### src/rtl/divmod_pkg.sv
// divmod_pkg
// Shared definitions for the sequential divider slice.
//   divState_t  : controller states (IDLE, CALC, FIX)
//   countWidth  : bits needed to hold a step count from 0 up to WIDTH
package divmod_pkg;

  typedef enum logic [1:0] {
    IDLE = 2'd0,
    CALC = 2'd1,
    FIX  = 2'd2
  } divState_t;

  // The step counter is loaded with WIDTH itself, so it needs room for
  // the value WIDTH, not just WIDTH-1.
  function automatic int countWidth(input int width);
    return $clog2(width + 1);
  endfunction

endpackage

### src/rtl/divmod_cu.sv
// divmod_cu
// Control unit for divmod_seq: owns the FSM state and the step counter and
// issues one-cycle strobes that steer the datapath.
// Ports:
//   clk        rising-edge clock
//   reset      synchronous active-high reset
//   start_i    operation request, honoured only in IDLE
//   bZero_i    divisor is zero (valid alongside start_i)
//   load_o     latch operand magnitudes and signs, clear partial remainder
//   step_o     perform one restoring-division step
//   fix_o      apply signs and write the result registers
//   zeroDiv_o  write the divide-by-zero result immediately
//   busy_o     an operation is in flight (CALC or FIX)
module divmod_cu
  import divmod_pkg::*;
#(
  parameter int WIDTH = 32
) (
  input  logic clk,
  input  logic reset,
  input  logic start_i,
  input  logic bZero_i,
  output logic load_o,
  output logic step_o,
  output logic fix_o,
  output logic zeroDiv_o,
  output logic busy_o
);

  localparam int CW = countWidth(WIDTH);
  localparam logic [CW-1:0] CountInit = CW'(WIDTH);
  localparam logic [CW-1:0] CountOne  = CW'(1);

  divState_t       state_q, state_d;
  logic [CW-1:0]   count_q, count_d;

  // State and counter registers; reset discards any in-flight operation
  // and also wins over a start presented in the same cycle.
  always_ff @(posedge clk) begin
    if (reset) begin
      state_q <= IDLE;
      count_q <= '0;
    end else begin
      state_q <= state_d;
      count_q <= count_d;
    end
  end

  // Next-state and strobe decode. A zero divisor never leaves IDLE: the
  // result is known up front, so it is written in the same cycle as the
  // request and busy never rises.
  always_comb begin
    state_d   = state_q;
    count_d   = count_q;
    load_o    = 1'b0;
    step_o    = 1'b0;
    fix_o     = 1'b0;
    zeroDiv_o = 1'b0;
    unique case (state_q)
      IDLE: begin
        if (start_i) begin
          if (bZero_i) begin
            zeroDiv_o = 1'b1;
          end else begin
            load_o  = 1'b1;
            count_d = CountInit;
            state_d = CALC;
          end
        end
      end
      CALC: begin
        step_o  = 1'b1;
        count_d = count_q - CountOne;
        // Leaving after the step that takes the count to zero gives
        // exactly WIDTH steps.
        if (count_q == CountOne) begin
          state_d = FIX;
        end
      end
      FIX: begin
        fix_o   = 1'b1;
        state_d = IDLE;
      end
      default: begin
        state_d = IDLE;
      end
    endcase
  end

  assign busy_o = (state_q != IDLE);

endmodule

### src/rtl/divmod_seq.sv
// divmod_seq
// Multi-cycle restoring divider producing quotient and remainder together,
// one quotient bit per cycle, with signed/unsigned modes and divide-by-zero
// reporting. Latency is WIDTH+2 cycles; divide by zero answers in 1 cycle.
// Ports:
//   clk          rising-edge clock
//   reset        synchronous active-high reset
//   start        request, sampled only when idle
//   is_signed    1 = two's-complement operands (sampled with start)
//   A, B         dividend and divisor (sampled with start)
//   Quotient     registered quotient, held until the next done
//   Remainder    registered remainder, held until the next done
//   busy         operation in flight
//   done         one-cycle pulse when the result registers update
//   div_by_zero  registered with the results, set when B was zero
module divmod_seq
  import divmod_pkg::*;
#(
  parameter int WIDTH = 32
) (
  input  logic             clk,
  input  logic             reset,
  input  logic             start,
  input  logic             is_signed,
  input  logic [WIDTH-1:0] A,
  input  logic [WIDTH-1:0] B,
  output logic [WIDTH-1:0] Quotient,
  output logic [WIDTH-1:0] Remainder,
  output logic             busy,
  output logic             done,
  output logic             div_by_zero
);

  logic load, step, fix, zeroDiv, bZero;

  // Working registers: dvd_q starts as the dividend magnitude and fills
  // with quotient bits from the bottom as dividend bits leave the top.
  logic [WIDTH-1:0] rem_q, dvd_q, dvs_q;
  logic             signQuot_q, signRem_q;

  // Result registers.
  logic [WIDTH-1:0] quot_q, remOut_q;
  logic             done_q, dbz_q;

  logic [WIDTH-1:0] absA_d, absB_d, remStep_d, quotFix_d, remFix_d;
  logic [WIDTH:0]   shifted_d, trial_d;
  logic             qBit_d, signQuot_d, signRem_d;

  assign bZero = (B == '0);

  divmod_cu #(.WIDTH(WIDTH)) uCu (
    .clk       (clk),
    .reset     (reset),
    .start_i   (start),
    .bZero_i   (bZero),
    .load_o    (load),
    .step_o    (step),
    .fix_o     (fix),
    .zeroDiv_o (zeroDiv),
    .busy_o    (busy)
  );

  // Operand conditioning. The core divides magnitudes; MIN stays MIN here
  // and is simply read as an unsigned 2^(WIDTH-1), which is why MIN / -1
  // comes out as MIN with a zero remainder without any special handling.
  always_comb begin
    absA_d     = (is_signed && A[WIDTH-1]) ? -A : A;
    absB_d     = (is_signed && B[WIDTH-1]) ? -B : B;
    signQuot_d = is_signed & (A[WIDTH-1] ^ B[WIDTH-1]);
    signRem_d  = is_signed & A[WIDTH-1];
  end

  // One restoring step. The partial remainder is always below the divisor,
  // so the shifted value is below twice the divisor and the WIDTH+1-bit
  // difference has a trustworthy sign bit.
  always_comb begin
    shifted_d = {rem_q, dvd_q[WIDTH-1]};
    trial_d   = shifted_d - {1'b0, dvs_q};
    qBit_d    = ~trial_d[WIDTH];
    remStep_d = qBit_d ? trial_d[WIDTH-1:0] : shifted_d[WIDTH-1:0];
  end

  // Sign restoration for truncating division: the remainder follows the
  // dividend, the quotient follows the XOR of both operand signs.
  always_comb begin
    quotFix_d = signQuot_q ? -dvd_q : dvd_q;
    remFix_d  = signRem_q  ? -rem_q : rem_q;
  end

  // Working registers advance only on the controller's load/step strobes.
  always_ff @(posedge clk) begin
    if (reset) begin
      rem_q      <= '0;
      dvd_q      <= '0;
      dvs_q      <= '0;
      signQuot_q <= 1'b0;
      signRem_q  <= 1'b0;
    end else if (load) begin
      rem_q      <= '0;
      dvd_q      <= absA_d;
      dvs_q      <= absB_d;
      signQuot_q <= signQuot_d;
      signRem_q  <= signRem_d;
    end else if (step) begin
      rem_q      <= remStep_d;
      dvd_q      <= {dvd_q[WIDTH-2:0], qBit_d};
    end
  end

  // Result registers hold between operations; done pulses for exactly the
  // cycle in which new values first appear.
  always_ff @(posedge clk) begin
    if (reset) begin
      quot_q   <= '0;
      remOut_q <= '0;
      dbz_q    <= 1'b0;
      done_q   <= 1'b0;
    end else begin
      done_q <= 1'b0;
      if (zeroDiv) begin
        quot_q   <= '1;
        remOut_q <= A;
        dbz_q    <= 1'b1;
        done_q   <= 1'b1;
      end else if (fix) begin
        quot_q   <= quotFix_d;
        remOut_q <= remFix_d;
        dbz_q    <= 1'b0;
        done_q   <= 1'b1;
      end
    end
  end

  assign Quotient    = quot_q;
  assign Remainder   = remOut_q;
  assign done        = done_q;
  assign div_by_zero = dbz_q;

endmodule

### config.mk
export PLATFORM = sky130hd
export DESIGN_NAME = divmod_seq
export DESIGN_NICKNAME = d
export VERILOG_FILES = /design/src/rtl/divmod_pkg.sv /design/src/rtl/divmod_cu.sv /design/src/rtl/divmod_seq.sv
export SDC_FILE = /design/constraint.sdc
export NUM_CORES = 1
export LEC_CHECK = 0
export CAP_MARGIN = 40
export CORE_AREA = 2 2 177 136
export CTS_CLUSTER_SIZE = 20
export DETAILED_ROUTE_END_ITERATION = 6
export DIE_AREA = 0 0 179 138
export GPL_TIMING_DRIVEN = 1
export HOLD_SLACK_MARGIN = 0.08
export PLACE_DENSITY_LB_ADDON = 0.05
export SLEW_MARGIN = 15
export SYNTH_ARGS = -nofsm -noshare
export SYNTH_HDL_FRONTEND = slang
export SYNTH_HIERARCHICAL = 1
export SYNTH_SLANG_ARGS = --single-unit
### constraint.sdc
create_clock -name clk -period 5.1 [get_ports clk]
set_clock_uncertainty 0.2 [all_clocks]
set_input_delay 0.765 -clock clk [delete_from_list [all_inputs] [get_ports clk]]
set_output_delay 0.765 -clock clk [all_outputs]
set_load 0.01 [all_outputs]
Word level (Yosys, flattened, before mapping)
Index checks and enable logic that the tools add are counted. W data, S select, Z words.

Output and inout port bits: 67. Bits in registers: 172. Logic and storage cells: 68.

Bitwise operators: 4. Equality and inequality tests: 6. Multiplexer cells: 30. Reduce and logical (&&, ||, !) cells: 11. Add/sub/neg operators: 6.

Operator list (count): $mux W32 (11); $neg A32 Y32 (4); $sub A33 B32 Y33 (1); $logic_not A32 Y1 (1); $mux W1 (12); $mux W6 (2); $pmux W6 S2 (1); $reduce_bool A2 Y1 (4); $eq A6 B1 Y1 const B (1); $mux W2 (3); $reduce_and A3 Y1 (2); $sub A6 B1 Y6 const B (1); $ne A2 B2 Y1 const B (2); $pmux W2 S2 (1); $and A1 B1 Y1 (2); $eq A2 B1 Y1 const B (1); $eq A2 B2 Y1 const B (1); $logic_and A1 B1 Y1 (2); $logic_not A2 Y1 (1); $ne A2 B1 Y1 const B (1); $reduce_or A2 Y1 (1); $not A1 Y1 (1); $xor A1 B1 Y1 (1).

Longest topological paths before layout
Gate-level depths: netlist (run 1).

Word-level depth: 5. Gate-level depth with buffers: 14. Depth with buffers taken out: 13.

By module
Netlist (run 1), hierarchy kept.

By module, submodules not included: divmod_seq (seq. area each 3283.1 sq um, area an instance 10920.5 sq um, times used 1, cells each 1415); divmod_cu (seq. area each 160.2 sq um, area an instance 409.1 sq um, times used 1, cells each 49).

Least setup slack after synthesis (run 1)
OpenSTA, ideal clock, no wires.

Kind: in2reg. Start point: in B[8]. End point: reg rem_q[30]. Path slack: 1.277 ns. Buffers on the path: 1. Arrival: 3.549 ns. Stages on the path: 12. Cell sequence: or4_1 > or3_1 > nor4_1 > nand4_1 > nor3_1 > nor2b_2 > nand2_1 > inv_1 > or2_2 > clkbuf_1 > o32a_1 > o21ai_0.

Cells in the longest elaborated chain, start to end: 5.

RTL lines: start, declared (RTL line divmod_seq.sv:26) `input logic [WIDTH-1:0] B,`; $logic_not A32 Y1 (RTL line divmod_seq.sv:49) `assign bZero = (B == '0);`; via bZero (RTL line divmod_seq.sv:34) `logic load, step, fix, zeroDiv, bZero;`; $mux W1 (RTL line divmod_cu.sv:62) `if (bZero_i) begin`; $mux W1 (RTL line divmod_cu.sv:61) `if (start_i) begin`; $mux W1 (RTL line divmod_cu.sv:59) `unique case (state_q)`; via load (RTL line divmod_seq.sv:34); $reduce_or A2 Y1 (no line); end signal, assigned (RTL line divmod_seq.sv:105) `rem_q <= remStep_d;`; end, declared (RTL line divmod_seq.sv:38) `logic [WIDTH-1:0] rem_q, dvd_q, dvs_q;`.

The timed path passes the listed nets, and every way through them passes these cells. A chain may end at the register's enable or synchronous reset.

Final worst setup path (run 1)
Start point: in B[8]. End point: reg rem_q[13].

The elaborated chain is that of the path after synthesis.

==> metrics.log, run 1 <==
[metrics] met2 routed WL: 13490 um
[metrics] synthesized flop and latch total: 172
[metrics] Chip Width: between 150 and 200 um
[metrics] die height: about 140 um
[metrics] ANT nets after route: 0
[metrics] number of buffers created by CTS: 17
[metrics] overall routed net length: approximately 33000 um
[metrics] average wire per cell in the routed design: 17.90 um
[metrics] asr flop ratio synth: 0
[metrics] area of the multi-input gates: 0.007332 mm^2
[metrics] worst min path class: flip-flop to flip-flop
[metrics] largest fanout of any net on the critical path: 22
[metrics] routability cong.: ~0.91
[metrics] required time of the worst setup path: 5.28 ns
[metrics] cts repair resizes: 0
[metrics] post-detailed-placement cell area: 0.01292 mm^2
[metrics] NumNets Final: 1655
[metrics] final setup TNS: 0 ns
[metrics] detailed router's first-iteration violation count: 909
[metrics] ratio of final minimum period to clock period: 0.8700
[metrics] number of endpoints failing setup at the final stage: 0
[metrics] Worst-Skew Late Latency: roughly 0.45 ns
[metrics] Final Slew Violations: 0
[metrics] count of input and output buffers: 134
[metrics] average cell area after synthesis: between 7 and 8 um^2
[metrics] number of H-tree branching levels: 4
[metrics] number of antenna diodes: 0
[metrics] Least-Margin Pin Slew: ~0.86 ns
[metrics] Met3 Routed Length: around 2300 um
[metrics] leakage: 4.824 nW
[metrics] total of fill cells in the finished design: 2146
[metrics] CTS clk-pin slew, worst paths: 0.07 ns
[metrics] overall track demand over capacity in global routing: 0.2714
[metrics] initial cell density of the core: 0.4876
[metrics] Root Driver: sky130_fd_sc_hd__clkbuf_16
[metrics] Die Area: 0.02470 mm^2
[metrics] final standard cell utilization of the core: 0.5845
[metrics] first-pass GRT wire length: 53500 um
[metrics] fmax: 225.4 MHz
[metrics] result of the run: finished clean
[metrics] crit end category: flip-flop
[metrics] Core Footprint: 0.02324 mm^2
[metrics] Sink Count: 172
[metrics] minimum clock period: 4.437 ns
[metrics] number of antenna violations at the first check in global routing: 0
[metrics] area of the mapped netlist: 0.01133 mm^2
[metrics] top layer used by detailed routing: met4
[metrics] Cell variety after synth: between 60 and 70
[metrics] number of enable-type register cells in the synthesized netlist: 0
[metrics] number of buffers inserted to repair setup after CTS: 0
[metrics] startpoint types: primary input
[metrics] via count of the first global-routing pass: 9842
[metrics] Setup CP Type: primary input to flip-flop
[metrics] met1 WL: about 17000 um
[metrics] num rows: slightly below 50
[metrics] FF+latch area: 0.003443 mm^2
[metrics] total global routing overflow: 0
[metrics] number of nets produced by synthesis: approximately 1600
[metrics] IO Count: 135
[metrics] placement-stage worst setup slack: approximately 0.35 ns
[metrics] total number of yosys warnings: 6
[metrics] P per Cell Area: roughly 320 mW/mm^2
[metrics] endpoint arrival time on the critical path: around 4.6 ns
[metrics] half-perimeter wire length after detailed placement: 24560 um
[metrics] largest net degree at the start of global routing: 93
[metrics] normalized max-slew margin: 0.4204
[metrics] total of hold buffers inserted after clock tree synthesis: 0
[metrics] count of endpoints failing hold in the final timing report: 0
[metrics] relative area change from synthesis to final layout: 19.88%
[metrics] max-capacitance violation count: 0
[metrics] unrepaired setup endpoints after global routing: false
[metrics] worst setup margin: 0.6628 ns
[metrics] number of vias in the routed layout: between 10000 and 15000
[metrics] register area share after synthesis: 0.3039
[metrics] final routed DRC violation total: 0
[metrics] Mapped Cells: around 1500
[metrics] DR vias/cell: 5.843
[metrics] VDD IR-drop max: about 0.34 mV
[metrics] fraction of final layout cells sized beyond drive strength 1: 0.05125
[metrics] most common flop cell mapped by yosys: sky130_fd_sc_hd__dfxtp_1
[metrics] clock buffer depth: 2
[metrics] Finished Cell Area: ~0.014 mm^2
[metrics] Detailed Routing Iterations Pass 1: 5
[metrics] CTS tree: built
==> routing by layer <==
metal	up-vias	GRT usage
met4	0	0.05648
li1	5465	-
met5	-	0
met1	5111	0.4297
met2	307	0.3749
met3	25	0.05253
==> where the power goes <==
group	internal [W]	total, W	switching (W)
Clock	0.000783	0.00138	0.000598
Combinational	0.000607	0.00142	0.000815
Sequential	0.00143	0.00155	0.000121
==> cell usage after synthesis, types with 10 or more instances <==
library cell | number | area share
sky130_fd_sc_hd__clkbuf_1 | 84 | 0.028
sky130_fd_sc_hd__a211oi_1 | 132 | 0.087
sky130_fd_sc_hd__a21o_1 | 10 | 0.0066
sky130_fd_sc_hd__or3_1 | 19 | 0.010
sky130_fd_sc_hd__nand3_1 | 17 | 0.0075
sky130_fd_sc_hd__mux2i_1 | 34 | 0.030
sky130_fd_sc_hd__or4_1 | 12 | 0.0080
sky130_fd_sc_hd__a21oi_1 | 132 | 0.058
sky130_fd_sc_hd__nand2b_1 | 18 | 0.0099
sky130_fd_sc_hd__nand2_1 | 71 | 0.024
sky130_fd_sc_hd__o41ai_1 | 10 | 0.0077
sky130_fd_sc_hd__nor2b_1 | 41 | 0.023
sky130_fd_sc_hd__o21ai_0 | 90 | 0.040
sky130_fd_sc_hd__a311oi_1 | 13 | 0.010
sky130_fd_sc_hd__nor4_1 | 13 | 0.0072
sky130_fd_sc_hd__dfxtp_1 | 172 | 0.30
sky130_fd_sc_hd__o31ai_1 | 31 | 0.021
sky130_fd_sc_hd__nor2_1 | 201 | 0.067
sky130_fd_sc_hd__nor3_1 | 23 | 0.010
sky130_fd_sc_hd__xnor2_1 | 52 | 0.040
sky130_fd_sc_hd__and3_1 | 10 | 0.0055
sky130_fd_sc_hd__inv_1 | 52 | 0.017
sky130_fd_sc_hd__xor2_1 | 86 | 0.066
sky130_fd_sc_hd__ha_1 | 38 | 0.042
==> state kept, by name (all words and copies together), names as in the netlist <==
signal / count
uCu/count_q: 6
div_by_zero: 1
signQuot_q: 1
signRem_q: 1
Quotient: 32
rem_q: 32
uCu/state_q: 2
Remainder: 32
dvs_q: 32
done: 1
dvd_q: 32
==> cells in the final DEF, fill, tap and decap left out, drive strengths merged, types with 52 or more instances in the layout <==
cell type	count
xor2	86
nor2	201
inv	52
clkdlybuf4s50	133
nand2	71
a211oi	133
o21ai	92
xnor2	53
a21oi	133
dfxtp	172
==> metrics by stage <==
step                std cells  power [W]  hold WS (ns)
global route             1867   0.004585        0.2984
CTS                      1865   0.004345        0.2830
global placement         1832   0.002944        0.2593
detailed placement       1833   0.002962        0.2729
finish                   1867   0.004353        0.2827
floorplan                1464   0.002580        0.2386
==> final cells by class <==
| type | instances | share of cell area |
|---|---|---|
| Clock inverter | 14 | 0.01253 |
| Timing Repair Buffer | 161 | 0.1188 |
| Inverter | 53 | 0.01474 |
| Multi-Input combinational cell | 1143 | 0.5398 |
| Tap cell | 306 | 0.02819 |
| Clock buffer | 18 | 0.03234 |
| Sequential cell | 172 | 0.2535 |
==> worst max-delay path: stages <==
cell                              delay, ns
sky130_fd_sc_hd__clkdlybuf4s50_1       0.45
sky130_fd_sc_hd__or4_1                 0.57
sky130_fd_sc_hd__or3_1                 0.40
sky130_fd_sc_hd__nor4_1                0.55
sky130_fd_sc_hd__nand4_1               0.30
sky130_fd_sc_hd__nor3_1                0.29
sky130_fd_sc_hd__buf_4                 0.17
sky130_fd_sc_hd__nor2b_2               0.06
sky130_fd_sc_hd__nand2_1               0.14
sky130_fd_sc_hd__clkinv_2              0.11
sky130_fd_sc_hd__nor2_1                0.23
sky130_fd_sc_hd__buf_4                 0.28
sky130_fd_sc_hd__o21ai_0               0.15
sky130_fd_sc_hd__a21oi_1               0.15
==> worst paths after layout <==
check / depth (start not counted) / start / to / slack (ns)
min reg2reg: 2 / dvs_q[31] / dvs_q[31] / 0.28
max reg2reg: 14 / dvd_q[31] / rem_q[26] / 0.92
min: 2 / dvs_q[31] / dvs_q[31] / 0.28
max: 14 / B[8] / rem_q[13] / 0.66
==> cell families (layout without fill, tap and decap cells) <==
kind of cell	after synthesis	after routing	share of synthesized area
AOI/OAI and AO/OA	476	476	0.2715
and+or+nand+nor	455	455	0.1917
DFF	172	172	0.3039
buffers and inverters	149	246	0.05102
xor gates and xnor gates	139	139	0.1081
adders and majority gates	39	39	0.04373
muxes	34	34	0.03004
Note: power is estimated with default switching activity, not from simulation.
==> run 2: changes to the inputs <==
HOLD_SLACK_MARGIN = not set   (was 0.08)
==> results of run 2 <==
The final DEF is identical to that of run 1; final timing and power are the same.
